File: config.mk
export PLATFORM = sky130hd
export DESIGN_NAME = add_mul_seq
export DESIGN_NICKNAME = d
export VERILOG_FILES = /design/src/rtl/add_mul_seq.sv
export SDC_FILE = /design/constraint.sdc
export NUM_CORES = 1
export LEC_CHECK = 0
export BUFFER_PORTS_ARGS = -buffer_cell sky130_fd_sc_hd__buf_4
export CORE_UTILIZATION = 55
export CTS_BUF_LIST = sky130_fd_sc_hd__clkbuf_8
export DETAILED_ROUTE_END_ITERATION = 10
export GPL_TIMING_DRIVEN = 0
export PLACE_DENSITY = 0.75
export SLEW_MARGIN = 15
export SYNTH_ARGS = -nofsm -noshare
export SYNTH_HDL_FRONTEND = slang
export SYNTH_SLANG_ARGS = --single-unit
File: constraint.sdc
create_clock -name clk -period 2.8 [get_ports clk]
set_clock_uncertainty 0.2 [all_clocks]
set_input_delay 0.28 -clock clk [delete_from_list [all_inputs] [get_ports clk]]
set_output_delay 0.28 -clock clk [all_outputs]
set_load 0.02 [all_outputs]
File: src/rtl/add_mul_seq.sv
// add_mul_seq: sequential add / subtract / shift-add multiply unit with a
// valid/ready handshake on both sides. Add and subtract finish on the accept
// edge. Multiply spends one cycle per multiplier bit in MUL.
module add_mul_seq #(
  parameter int WIDTH = 4,
  parameter int CNT_W = $clog2(WIDTH + 1)
) (
  input  logic               clk,
  input  logic               rst,
  input  logic               in_valid,
  output logic               in_ready,
  input  logic [WIDTH-1:0]   a,
  input  logic [WIDTH-1:0]   b,
  input  logic [1:0]         op,
  output logic               out_valid,
  input  logic               out_ready,
  output logic [2*WIDTH-1:0] result,
  output logic               busy
);

  typedef enum logic [1:0] {IDLE = 2'd0, MUL = 2'd1, DONE = 2'd2} state_t;

  localparam logic [1:0] OP_SUB = 2'b01;
  localparam logic [1:0] OP_MUL = 2'b10;

  state_t state_q, state_d;

  // The multiplicand shifts left and the multiplier shifts right each step,
  // so the bit under test is always mplier[0] and the partial product is
  // already aligned as a<<i.
  logic [2*WIDTH-1:0] acc;
  logic [2*WIDTH-1:0] mcand;
  logic [WIDTH-1:0]   mplier;
  logic [CNT_W-1:0]   cnt;
  logic [2*WIDTH-1:0] acc_nxt;
  logic               accept;
  logic [2*WIDTH-1:0] a_ext, b_ext;

  assign accept    = in_valid && (state_q == IDLE);
  assign a_ext     = {{WIDTH{1'b0}}, a};
  assign b_ext     = {{WIDTH{1'b0}}, b};
  assign acc_nxt   = acc + (mplier[0] ? mcand : '0);

  assign in_ready  = (state_q == IDLE);
  assign out_valid = (state_q == DONE);
  assign busy      = (state_q != IDLE);

  // State register.
  always_ff @(posedge clk or posedge rst) begin
    if (rst) state_q <= IDLE;
    else     state_q <= state_d;
  end

  // Next-state logic; out_ready matters only in DONE.
  always_comb begin
    state_d = state_q;
    unique case (state_q)
      IDLE: if (in_valid) state_d = (op == OP_MUL) ? MUL : DONE;
      MUL:  if (cnt == CNT_W'(1)) state_d = DONE;
      DONE: if (out_ready) state_d = IDLE;
      default: state_d = IDLE;
    endcase
  end

  // Datapath: operand capture at accept, one shift-add step per MUL cycle.
  // result is written only when an operation completes, so it holds through
  // DONE and afterwards until the next completion.
  always_ff @(posedge clk or posedge rst) begin
    if (rst) begin
      acc    <= '0;
      mcand  <= '0;
      mplier <= '0;
      cnt    <= '0;
      result <= '0;
    end else if (accept) begin
      if (op == OP_MUL) begin
        acc    <= '0;
        mcand  <= a_ext;
        mplier <= b;
        cnt    <= CNT_W'(WIDTH);
      end else if (op == OP_SUB) begin
        result <= a_ext - b_ext;
      end else begin
        // add and the reserved code share the zero-extended sum
        result <= a_ext + b_ext;
      end
    end else if (state_q == MUL) begin
      acc    <= acc_nxt;
      mcand  <= mcand << 1;
      mplier <= mplier >> 1;
      cnt    <= cnt - CNT_W'(1);
      if (cnt == CNT_W'(1)) result <= acc_nxt;
    end
  end

endmodule

==> results.md <==
- Static Leakage: 1.20 nW
- First-pass GRT wire length: 7.86 mm
- GR Overflow Total: 0
- Pin count of the biggest net entering global routing: 34
- CTS Buf Count: 5
- Tmin final: 2460 ps
- Clock share of power: 0.174
- # port buffers: 24
- Drt first pass iters: 4
- Critical-path top delay cell: dfrtp_1
- RSZ-0062 raised after global routing: no
- Hpwl dp: 3.41 mm
- Max-slew violations: 0
- Core box area: 3690 µm²
- Worst-Margin Slew: 698 ps
- P_int: 1.38 mW
- Post-synth EDFFs: 0
- # diodes: 0
- Ports: 25
- Die Ht: 64.3 µm
- Flop pwr share: 0.351
- Min-Delay Path Class: in -> reg
- Final Worst Setup Slack: 342 ps
- Area after DPL: 2370 µm²
- Largest family of logic cells by synthesized area: simple AND/OR/NAND/NOR gates
- Setup WS pre-CTS: 360 ps
- Area Growth Syn to Fin: 16.5%
- Xor/xnor share of the synthesized area: 0.0328
- P_sw: 0.968 mW
- Die width: 64.3 µm
- Yosys top cell by area: dfrtp_1
- Crit-path leading delay family: adder cells
- Routability Congestion: 0.805
- Worst path max stage delay: 460 ps
- Period utilization: 0.878
- Simple-gate portion of the synthesized area: 0.195
- CTS tree: done
- Initial antenna violation count: 0
- Status: finished, final reports clean
- Mapped Nets: 268
- Max Fclk: 407 MHz
- Fin. Hold Viols: 0
- First DRT Iteration DRCs: 124
- WP buf/inv: 0
- Syn_area_per_cell: 9.12 µm²
- Req. time, crit path: 2770 ps
- Crit path cell chain: and2_1, ha_1, fa_1, a211oi_1, nor2_1, and4_4, a211oi_2, a31oi_1
- Final wirelength: 4.53 mm
- Site Rows: 22
- Layout cells sized above 1: 0.187
- Initial Util: 0.578
- CP Max Fanout: 9
- Worst skew pair latency: 290 ps
- DRC: 0
- Main synth FF type: dfrtp_1
- YS warnings: 0
- Combinational Power Share: 0.475
- Largest cells by area after synthesis: dfrtp_1 (39%), ha_1 (10%), nand2_1 (7.2%), o21ai_0 (6.8%), mux2i_1 (3.8%)
- Crit path DAT: 2420 ps
- Final Power: 2.35 mW
- Sink Count: 33
- Final setup TNS: 0 ps
- Flops & latches, synth: 33
- Routed Antenna Nets: 0
- Critical path class: reg -> reg
- Yosys top cell area share: 0.387
- Area of the multi-input gates: 1190 µm²
- Rel. slew slack: 0.534
- Synth cell types: 42
- Seq. cell area: 826 µm²
- Most frequent cells in the layout: nand2_1 (41), dfrtp_1 (33), o21ai_0 (29), buf_4 (24), ha_1 (17)
- Layout net count: 300
- Sequential area share after synthesis: 0.387
- CP Launch Type: flop
- WL/cell: 14.4 µm
- Final Setup Violations: 0
- Number of global-route vias before repair: 1726
- Tot GR Track Use: 0.253
- Post-route cell area: 2480 µm²
- Switching Share: 0.412
- Fillcell total: 315
- Commonest non-fill, non-tap cell in the layout: nand2_1
- Postcts setup bufs: 0
- Max-cap violations: 0
- Via-to-Cell Ratio: 5.48
- Synth Area in Compound Gates: 0.158
- Power per cell area: 945 nW/µm²
- Endpoint class of the critical path: flop
- Post-synthesis adder-cell area fraction: 0.128
- Area of the mapped netlist: 2130 µm²
- H-tree Lvls: 2
- Routed vias: 1727
- Reg clk slew, reported paths: 80 ps
- Multiplexer share of the synthesized area: 0.0428
- Worst VDD drop: 0.463 mV
- Share of synthesized flip-flops with an asynchronous set or reset: 1.00
- Post-Route Utilization: 0.674
- CTS Root Cell: clkbuf_8
- Die Area: 4130 µm²
- Max clock buf depth: 2
- Gate Count Post-Synth: 234
==> layer usage <==
layer / global-route usage / vias up / share of wire
li1: - / 858 / -
met5: 0 / - / 0
met1: 0.318 / 823 / 0.46
met4: 0.0694 / 0 / 0.013
met3: 0.0482 / 7 / 0.034
met2: 0.439 / 39 / 0.49
==> kinds of logic after synthesis <==
logic type,count (synthesis)
simple gates,84
fa+ha+maj,20
xor+xnor,8
compound gates,56
flops,33
buf+inv,24
mux,9
==> synth_stat cells (all sizes together), types with 3 or more instances <==
| master | n |
|---|---|
| dfrtp | 33 |
| fa | 3 |
| a211oi | 7 |
| o21ai | 30 |
| mux2i | 8 |
| nand2 | 41 |
| xnor2 | 4 |
| xor2 | 4 |
| o22ai | 3 |
| a21oi | 5 |
| nor2b | 5 |
| buf | 8 |
| and2 | 8 |
| nor2 | 14 |
| inv | 14 |
| ha | 17 |
| nand2b | 5 |
==> repair_timing <==
item	in CTS	in global routing
hold buffers	1	0
endpoints found under the hold margin	33	0
resized for setup	0	0
==> worst paths after layout <==
path	startpoint	to	slack [ps]	cells past startpoint
worst max-delay path	mplier[0]$_DFFE_PP0P_	result[6]$_DFFE_PP0P_	340	8
min in group asynchronous	rst	result[2]$_DFFE_PP0P_	460	3
worst min register to register	mplier[1]$_DFFE_PP0P_	mplier[1]$_DFFE_PP0P_	280	2
max in group asynchronous	rst	mcand[2]$_DFFE_PP0P_	1490	3
worst min-delay path	out_ready	state_q[1]$_DFFE_PP0P_	5	2
worst max register to register	mplier[0]$_DFFE_PP0P_	result[6]$_DFFE_PP0P_	340	8
==> power by group through the flow <==
stage          registers, mW  clock network, mW  logic, mW
2_1_floorplan          0.860                  0      0.726
3_3_place_gp           0.828                  0       1.10
3_5_place_dp           0.834                  0       1.12
4_1_cts                0.826              0.411       1.12
5_1_grt                0.856              0.433       1.25
6_report               0.824              0.409       1.11
==> per-stage QoR <==
step,cells,hold WS (ps)
3_5_place_dp,306,241
6_report,315,5.17
2_1_floorplan,234,188
3_3_place_gp,306,265
5_1_grt,315,20.3
4_1_cts,315,8.38
==> area by class of cell <==
cell class,count,area share
clock inverter,1,0.00201
multi-input combinational,177,0.478
tap,48,0.0242
sequential,33,0.332
clock buffer,7,0.0388
buffer,10,0.0267
timing repair buffer,25,0.0765
inverter,14,0.0211
==> flip-flops by register name (all words and copies together), names as in the netlist <==
register	cells
mplier	4
state_q	2
result	8
cnt	3
mcand	8
acc	8
==> worst register-to-register path, stage by stage, from the launching register on <==
cell and delay [ps]:
dfrtp_1 460, and2_1 180, ha_1 200, fa_1 410, a211oi_1 210, nor2_1 110, and4_4 190, a211oi_2 250
a31oi_1 120
Power figures use the tool's default switching activity.
